$ cat config.mk
export PLATFORM = sky130hd
export DESIGN_NAME = ram_bist
export DESIGN_NICKNAME = d
export VERILOG_FILES = /design/src/rtl/ram_bist_pkg.sv /design/src/rtl/ram_bist_cmp.sv /design/src/rtl/ram_bist.sv
export SDC_FILE = /design/constraint.sdc
export NUM_CORES = 1
export LEC_CHECK = 0
export BUFFER_PORTS_ARGS = -buffer_cell sky130_fd_sc_hd__buf_2
export CORE_ASPECT_RATIO = 0.9
export CORE_MARGIN = 10
export CORE_UTILIZATION = 56
export CTS_BUF_LIST = sky130_fd_sc_hd__clkbuf_8
export DETAILED_ROUTE_END_ITERATION = 10
export PLACE_DENSITY = 0.9
export SYNTH_ARGS = -nofsm -noshare
export SYNTH_HDL_FRONTEND = slang
export SYNTH_SLANG_ARGS = --single-unit
$ cat constraint.sdc
create_clock -name clk -period 1.9 [get_ports clk]
set_input_delay 0.19 -clock clk [delete_from_list [all_inputs] [get_ports clk]]
set_output_delay 0.19 -clock clk [all_outputs]
set_load 0.02 [all_outputs]
$ cat src/rtl/ram_bist_pkg.sv
// Shared definitions for the RAM march-style BIST: FSM encoding and the
// address-dependent test pattern.
package ram_bist_pkg;

  typedef enum logic [2:0] {
    StIdle  = 3'd0,
    StWr0   = 3'd1,
    StRd0   = 3'd2,
    StWr1   = 3'd3,
    StRd1   = 3'd4,
    StFlush = 3'd5,
    StDone  = 3'd6
  } state_e;

  // Base pattern XOR zero-extended address; callers truncate to their data width.
  function automatic logic [63:0] pattern_at(input logic [63:0] base, input logic [63:0] addr);
    return base ^ addr;
  endfunction

endpackage

$ cat src/rtl/ram_bist_cmp.sv
// Read-compare pipeline: captures each issued read, checks it against the RAM
// data one cycle later and tracks error count plus the first failing read.
module ram_bist_cmp
  import ram_bist_pkg::*;
#(
  parameter int unsigned ADDR_WIDTH = 3,
  parameter int unsigned DATA_WIDTH = 8,
  parameter logic [DATA_WIDTH-1:0] PATTERN = DATA_WIDTH'(8'h55)
) (
  input  logic                  clk_i,
  input  logic                  rst_ni,
  input  logic                  clear_i,
  input  logic                  rd_valid_i,
  input  logic                  rd_inv_i,
  input  logic [ADDR_WIDTH-1:0] rd_addr_i,
  input  logic [DATA_WIDTH-1:0] ram_dout_i,
  output logic [ADDR_WIDTH+1:0] err_count_o,
  output logic [ADDR_WIDTH-1:0] first_err_addr_o,
  output logic [DATA_WIDTH-1:0] first_err_data_o
);

  logic                  valid_q;
  logic [DATA_WIDTH-1:0] exp_q;
  logic [ADDR_WIDTH-1:0] addr_q;
  logic [ADDR_WIDTH+1:0] err_q;
  logic [ADDR_WIDTH-1:0] first_addr_q;
  logic [DATA_WIDTH-1:0] first_data_q;
  logic [DATA_WIDTH-1:0] pat;

  assign pat = DATA_WIDTH'(pattern_at(64'(PATTERN), 64'(rd_addr_i)));

  always_ff @(posedge clk_i) begin
    if (!rst_ni || clear_i) begin
      valid_q      <= 1'b0;
      exp_q        <= '0;
      addr_q       <= '0;
      err_q        <= '0;
      first_addr_q <= '0;
      first_data_q <= '0;
    end else begin
      valid_q <= rd_valid_i;
      exp_q   <= rd_inv_i ? ~pat : pat;
      addr_q  <= rd_addr_i;
      if (valid_q && (ram_dout_i != exp_q)) begin
        err_q <= err_q + (ADDR_WIDTH + 2)'(1);
        if (err_q == '0) begin
          first_addr_q <= addr_q;
          first_data_q <= ram_dout_i;
        end
      end
    end
  end

  assign err_count_o      = err_q;
  assign first_err_addr_o = first_addr_q;
  assign first_err_data_o = first_data_q;

endmodule

$ cat src/rtl/ram_bist.sv
// RAM BIST controller: write P(a), read back, write ~P(a), read back, then
// report pass/fail. All RAM-side outputs come straight from registers.
module ram_bist
  import ram_bist_pkg::*;
#(
  parameter int unsigned ADDR_WIDTH = 3,
  parameter int unsigned DATA_WIDTH = 8,
  parameter logic [DATA_WIDTH-1:0] PATTERN = DATA_WIDTH'(8'h55)
) (
  input  logic                  clk,
  input  logic                  rst_n,
  input  logic                  start,
  output logic                  ram_en,
  output logic                  ram_we,
  output logic [ADDR_WIDTH-1:0] ram_addr,
  output logic [DATA_WIDTH-1:0] ram_din,
  input  logic [DATA_WIDTH-1:0] ram_dout,
  output logic                  busy,
  output logic                  done,
  output logic                  pass,
  output logic [ADDR_WIDTH+1:0] err_count,
  output logic [ADDR_WIDTH-1:0] first_err_addr,
  output logic [DATA_WIDTH-1:0] first_err_data
);

  state_e                state_q, state_d;
  logic [ADDR_WIDTH-1:0] addr_q, addr_d;
  logic                  accept;
  logic                  en_q, we_q, busy_q, done_q;
  logic [DATA_WIDTH-1:0] din_q;
  logic [DATA_WIDTH-1:0] pat_d;

  assign pat_d = DATA_WIDTH'(pattern_at(64'(PATTERN), 64'(addr_d)));

  // The address runs through every phase and wraps to 0 on the phase's last cycle.
  always_comb begin
    state_d = state_q;
    addr_d  = addr_q;
    accept  = 1'b0;
    unique case (state_q)
      StIdle, StDone: begin
        if (start) begin
          state_d = StWr0;
          addr_d  = '0;
          accept  = 1'b1;
        end
      end
      StWr0, StRd0, StWr1, StRd1: begin
        addr_d = addr_q + ADDR_WIDTH'(1);
        if (&addr_q) begin
          unique case (state_q)
            StWr0:   state_d = StRd0;
            StRd0:   state_d = StWr1;
            StWr1:   state_d = StRd1;
            default: state_d = StFlush;
          endcase
        end
      end
      StFlush: state_d = StDone;
      default: state_d = StIdle;
    endcase
  end

  always_ff @(posedge clk) begin
    if (!rst_n) begin
      state_q <= StIdle;
      addr_q  <= '0;
      en_q    <= 1'b0;
      we_q    <= 1'b0;
      din_q   <= '0;
      busy_q  <= 1'b0;
      done_q  <= 1'b0;
    end else begin
      state_q <= state_d;
      addr_q  <= addr_d;
      en_q    <= state_d inside {StWr0, StRd0, StWr1, StRd1};
      we_q    <= state_d inside {StWr0, StWr1};
      din_q   <= (state_d == StWr0) ? pat_d : (state_d == StWr1) ? ~pat_d : '0;
      busy_q  <= state_d inside {StWr0, StRd0, StWr1, StRd1, StFlush};
      done_q  <= (state_d == StDone);
    end
  end

  assign ram_en   = en_q;
  assign ram_we   = we_q;
  assign ram_addr = addr_q;
  assign ram_din  = din_q;
  assign busy     = busy_q;
  assign done     = done_q;
  assign pass     = done_q && (err_count == '0);

  ram_bist_cmp #(
    .ADDR_WIDTH(ADDR_WIDTH),
    .DATA_WIDTH(DATA_WIDTH),
    .PATTERN   (PATTERN)
  ) u_cmp (
    .clk_i           (clk),
    .rst_ni          (rst_n),
    .clear_i         (accept),
    .rd_valid_i      (en_q & ~we_q),
    .rd_inv_i        (state_q == StRd1),
    .rd_addr_i       (addr_q),
    .ram_dout_i      (ram_dout),
    .err_count_o     (err_count),
    .first_err_addr_o(first_err_addr),
    .first_err_data_o(first_err_data)
  );

endmodule

==> out/metrics.cfg, run 1 <==
[timing]
fmax_mhz=559.6
slew_viol_final=0
period_needed_ps=1787
rsz0062_at_grt=false
finalSetupViolCount=0
worst_pin_slew_ps=504.6
fin_tns_setup_ps=0
timing.final.crit_share_pct=94.06
fin_skew_ps=13.36
relSlewSlack_pct=66.31
hold_viol_final=0

[grt]
grt_pass1_vias=1668
grt_pass1_wl_mm=7.659
use_met1_pct=17.55
grt.overflow.total=0
grtUsageMet2_pct=24.45
gr-usage-all-layers_pct=15.18
grt_max_degree=33
antenna_found_initial=0
grt_busiest_layer=met2
grtUsageMet3_pct=5.896

[power_and_ir_drop]
leakagePower_uw=0.001040
pwr-share-comb_pct=11.9
p_int_uw=1381
clkPwrFrac_pct=40.3
p_total_uw=1844
ir_drop_uv=541.4
powerDensity_mw_per_mm2=767.0
p_switching_uw=463.8
power_frac_seq_pct=47.8
p_sw_share_pct=25.14

[setup_path]
r2r_start=state_q[2]
start_kind=register
arrival_ps=1990
worstPathMaxFanout=13
reg2reg_depth=5
crit_start=state_q[2]
required_ps=2100
end_kind=register
r2r_slack_ps=110
reg2reg_to=ram_din[1]
criticalPathCategory=reg -> reg

[routing]
vias=1733
drt_pass1_iterations=4
drt_iter0_markers=88
vias_per_cell=5.572
wl_per_cell_um=14.95
finalWirelength_mm=4.650
ant_nets=0
drc=0

[worst_hold_path]
hp-start=ram_dout[6]
min_path_type=in -> reg
whs_path_depth=3
holdPathEnd=u_cmp.first_err_data_o[6]

[floorplan]
die_h_um=75.90
core_area_mm2=0.003353
die_x_um=82.11
design.die.area_mm2=0.006232
initial_core_util_pct=57.99
ios=43
rows=20

[synthesis]
synthCells=218
async_flop_share_pct=0
yosysWarningCount=0
syn-num-nets=233
avgSynthCellArea_um2=8.919
ys_seq_area_share_pct=41.18
synth_edf_count=0
ys_dominant_reg_cell=dfxtp_1
ys_types=46
ys_ff_latch=40
synth.cell_area_mm2=0.001944

[cts]
cts.path.max_buffers=2
hold_buffers=0
clk_latency_ps=300
clockRootBuffer=clkbuf_8
cts-buffers-inserted=5
htreeDepth=2
path_clk_slew_ps=80
clock_sinks=40
tritoncts=done

[run_status]
status=finished clean

[layout]
final_common_cell=buf_2
final_nets=281
diodes=0
final_cell_mix=buf_2, dfxtp_1, nand2_1
drive_above_1_share_pct=28.84
syn_to_final_growth_pct=23.68

[placed_design]
numPortBuffers=42
gp_congestion=0.8800
dp_hpwl_mm=3.330

[flow_run]
maxCapViolCount=0

-- flip-flops by register name, summed over array words and instances (netlist names) --
name                    count
u_cmp.first_err_addr_o      3
ram_din                     5
busy                        1
state_q                     3
u_cmp.exp_q                 5
u_cmp.valid_q               1
ram_addr                    3
u_cmp.first_err_data_o      8
ram_en                      1
done                        1
ram_we                      1
u_cmp.err_count_o           5
u_cmp.addr_q                3
-- how the worst max path moves through the flow --
stage | end | slack [ps] | cells after the start
finish | ram_din[1] | 110 | 5
global route | ram_din[1] | 3 | 5
CTS | ram_din[0] | 9 | 6
detailed placement | u_cmp.first_err_data_o[0] | -20 | 6
global placement | ram_din[0] | 80 | 6
floorplan | ram_din[1] | 50 | 6
-- cell type report --
| type | instances | area [um2] |
|---|---|---|
| Tap cell | 44 | 55.05 |
| Clock buffer | 6 | 82.58 |
| Fill cell | 266 | 948.4 |
| Sequential cell | 40 | 800.8 |
| Clock inverter | 2 | 38.79 |
| Timing Repair Buffer | 57 | 347.8 |
| Inverter | 5 | 18.77 |
| Multi-Input combinational cell | 157 | 1061 |
-- power groups by stage --
| stage | sequential (uW) | combinational (uW) | clock [uW] |
|---|---|---|---|
| floorplan | 918 | 124 | 0 |
| global placement | 899 | 205 | 0 |
| detailed placement | 901 | 210 | 0 |
| CTS | 882 | 213 | 750 |
| global route | 885 | 240 | 792 |
| finish | 882 | 219 | 744 |
-- per-layer routing --
metal | vias up | part of all wire [%]
met4 | 0 | 1.4
met5 | - | 0
met1 | 821 | 42
met3 | 9 | 7.8
met2 | 46 | 49
li1 | 857 | -
-- worst max-delay path: stages (launching register included) --
cell      delay (ps)
dfxtp_1          620
buf_4            250
nor3b_1           60
o21ai_0          340
nand4_1          150
a211oi_1         270
-- through the flow --
step | area (um2) | cells | hold slack, ps | setup WS [ps] | util [%]
6_report | 2405 | 311 | 153.6 | 112.9 | 71.72
5_1_grt | 2405 | 311 | 159.3 | 2.995 | 71.72
4_1_cts | 2367 | 310 | 151.9 | 9.091 | 70.60
3_5_place_dp | 2238 | 302 | 415.8 | -20.03 | 66.75
3_3_place_gp | 2238 | 302 | 398.9 | 81.71 | 66.75
2_1_floorplan | 1944 | 218 | 311.7 | 47.27 | -
-- cells by family after synthesis --
family                     count (synthesis)  synth area share (%)
AOI/OAI and AO/OA                         44                 15.57
xor gates and xnor gates                   8                 3.604
adders and majority gates                  4                 2.574
buffers and inverters                     21                 5.534
DFF                                       40                 41.18
muxes                                     17                 8.816
and+or+nand+nor                           84                 22.72
-- Yosys cell counts, drive strengths merged (2+ instances only) --
cell | count | area (um2)
a2111o | 3 | 33.78
a211oi | 2 | 15.01
a21oi | 9 | 48.80
a22oi | 2 | 28.78
a31oi | 4 | 25.02
and2 | 8 | 50.05
buf | 12 | 73.82
clkbuf | 4 | 15.01
dfxtp | 40 | 800.8
ha | 4 | 50.05
inv | 5 | 18.77
mux2i | 16 | 160.2
nand2 | 33 | 123.9
nand2b | 3 | 18.77
nand3 | 3 | 15.01
nand4 | 4 | 25.02
nor2 | 13 | 48.80
nor2b | 3 | 18.77
nor3 | 3 | 26.28
nor3b | 5 | 42.54
nor4 | 3 | 18.77
o21ai | 15 | 75.07
o22a | 2 | 17.52
xnor2 | 2 | 17.52
xor2 | 6 | 52.55
-- what timing repair did --
item,4_1_cts,5_1_grt
buffers inserted,0,1
gates resized for setup,1,6
setup endpoints to repair,11,12
gates cloned,0,0
Power figures use the tool's default switching activity.
==> inputs of run 2 (changes only) <==
CORE_MARGIN = 5   (was 10)
==> run 2 against run 1 <==
Flip-flop and latch count stayed put. Cell area fell by 1.4%. Setup slack got worse by 1.0 ps. Final cell count is 0.32% lower. Routed wire length is 12% lower. Critical path type is now reg -> out. Critical endpoint is now pass. Largest cell class unchanged. Largest power group unchanged. Highest routed layer unchanged.
==> out/metrics.cfg, run 2 (synthesis gave the netlist of run 1 again) <==
[timing]
timing.final.crit_share_pct=94.11
fin_skew_ps=6.049
period_needed_ps=1788
fin_tns_setup_ps=0
whs_ps=172.2
relSlewSlack_pct=66.69
rsz0062_at_grt=false
hold_viol_final=0
finalSetupViolCount=0
fin_ws_ps=111.8
worst_pin_slew_ps=499.0
fmax_mhz=559.2
slew_viol_final=0

[cts]
path_clk_slew_ps=80
cts-buffers-inserted=5
clk_latency_ps=290
postCtsSetupBuffers=0
clockRootBuffer=clkbuf_8
htreeDepth=2
clock_sinks=40
tritoncts=done
cts.path.max_buffers=2

[floorplan]
design.die.area_mm2=0.004752
die_h_um=65.90
rows=20
initial_core_util_pct=57.99
core_area_mm2=0.003353
ios=43
die_x_um=72.11

[routing]
finalWirelength_mm=4.076
ant_nets=0
drc=0
vias=1701
vias_per_cell=5.487
drt_iter0_markers=115
drt_pass1_iterations=4
wl_per_cell_um=13.15

[grt]
grt_pass1_wl_mm=6.582
grt_max_degree=33
grt_pass1_vias=1473
antenna_found_initial=0
gr-usage-all-layers_pct=17.61
grt.overflow.total=0

[layout]
syn_to_final_growth_pct=21.94
final_area_mm2=0.002371
drive_above_1_share_pct=28.95
multiInputGateArea_mm2=0.001056
final_common_cell=buf_2
fin_cells=310
num-fill-cells=272
regArea_um2=802.0
final_cell_mix=buf_2, dfxtp_1, nand2_1
diodes=0
final_nets=280
largest_reg_flops=8

[setup_path]
slowest_delay_ps=340
cp_slowest_cell=nor4b_1
start_kind=register
reg2reg_depth=6
end_kind=output port
arrival_ps=1600
path_cells=inv_1 -> ha_1 -> nor4b_1 -> buf_4 -> and2_1 -> buf_2
required_ps=1710
criticalPathCategory=reg -> out
worstPathMaxFanout=2

[power_and_ir_drop]
leakagePower_uw=0.001016
clkPwrFrac_pct=38.1
power_frac_seq_pct=49.8
p_int_uw=1335
powerDensity_mw_per_mm2=744.5
ir_drop_uv=444.7
pwr-share-comb_pct=12.1
p_sw_share_pct=24.37
p_switching_uw=430.2

[placed_design]
gp_congestion=0.8535
numPortBuffers=42
dp_hpwl_mm=2.981
placed_cell_area_mm2=0.002238
place_inst=302
post-place-ws_ps=-6.399

[worst_hold_path]
min_path_type=in -> reg
whs_path_depth=3

[run_status]
status=finished clean

[flow_run]
maxCapViolCount=0

==> run 2: final timing paths <==
kind	from	to	slack [ps]
min	ram_dout[6]	u_cmp.first_err_data_o[6]	170
max	u_cmp.err_count_o[0]	pass	110
max reg2reg	u_cmp.err_count_o[0]	u_cmp.first_err_addr_o[2]	150
min reg2reg	ram_we	u_cmp.valid_q	420
==> run 2: final cells by class <==
cell class / instances / share of cell area [%]
Clock buffer: 5 / 2.902
Clock inverter: 3 / 1.794
Inverter: 5 / 0.7916
Multi-Input combinational cell: 157 / 44.54
Sequential cell: 40 / 33.83
Tap cell: 44 / 2.322
Timing Repair Buffer: 56 / 13.83
==> run 2: what timing repair did <==
action                                 4_1_cts  5_1_grt
setup endpoints to repair                    7        4
gates resized for setup                      1        6
hold buffers                                 0        0
endpoints found under the hold margin        0        0
==> run 2: layer usage <==
| layer | GRT usage (%) | share of wire, % | wire [um] |
|---|---|---|---|
| met1 | 21.36 | 43 | 1757 |
| met4 | 7.042 | 1.1 | 43 |
| met3 | 5.015 | 6.9 | 280 |
| met5 | 0 | 0 | 0 |
| met2 | 29.20 | 49 | 1995 |
==> run 2: through the flow <==
stage | utilization [%] | power [uW]
global route | 70.71 | 1857
finish | 70.71 | 1765
global placement | 66.75 | 1103
floorplan | - | 1041
CTS | 70.30 | 1786
detailed placement | 66.75 | 1110
==> run 2: critical path, delay by kind of cell, from the launching register on <==
family	cells	cell delay [ps]
buf+inv	3	400
simple gates	2	450
fa+ha+maj	1	150
flops	1	310
==> run 2: power groups by stage <==
stage               registers [uW]  clock network (uW)  logic [uW]
global placement               897                   0         206
detailed placement             898                   0         212
finish                         879                 673         213
floorplan                      918                   0         124
global route                   882                 742         233
CTS                            879                 693         215
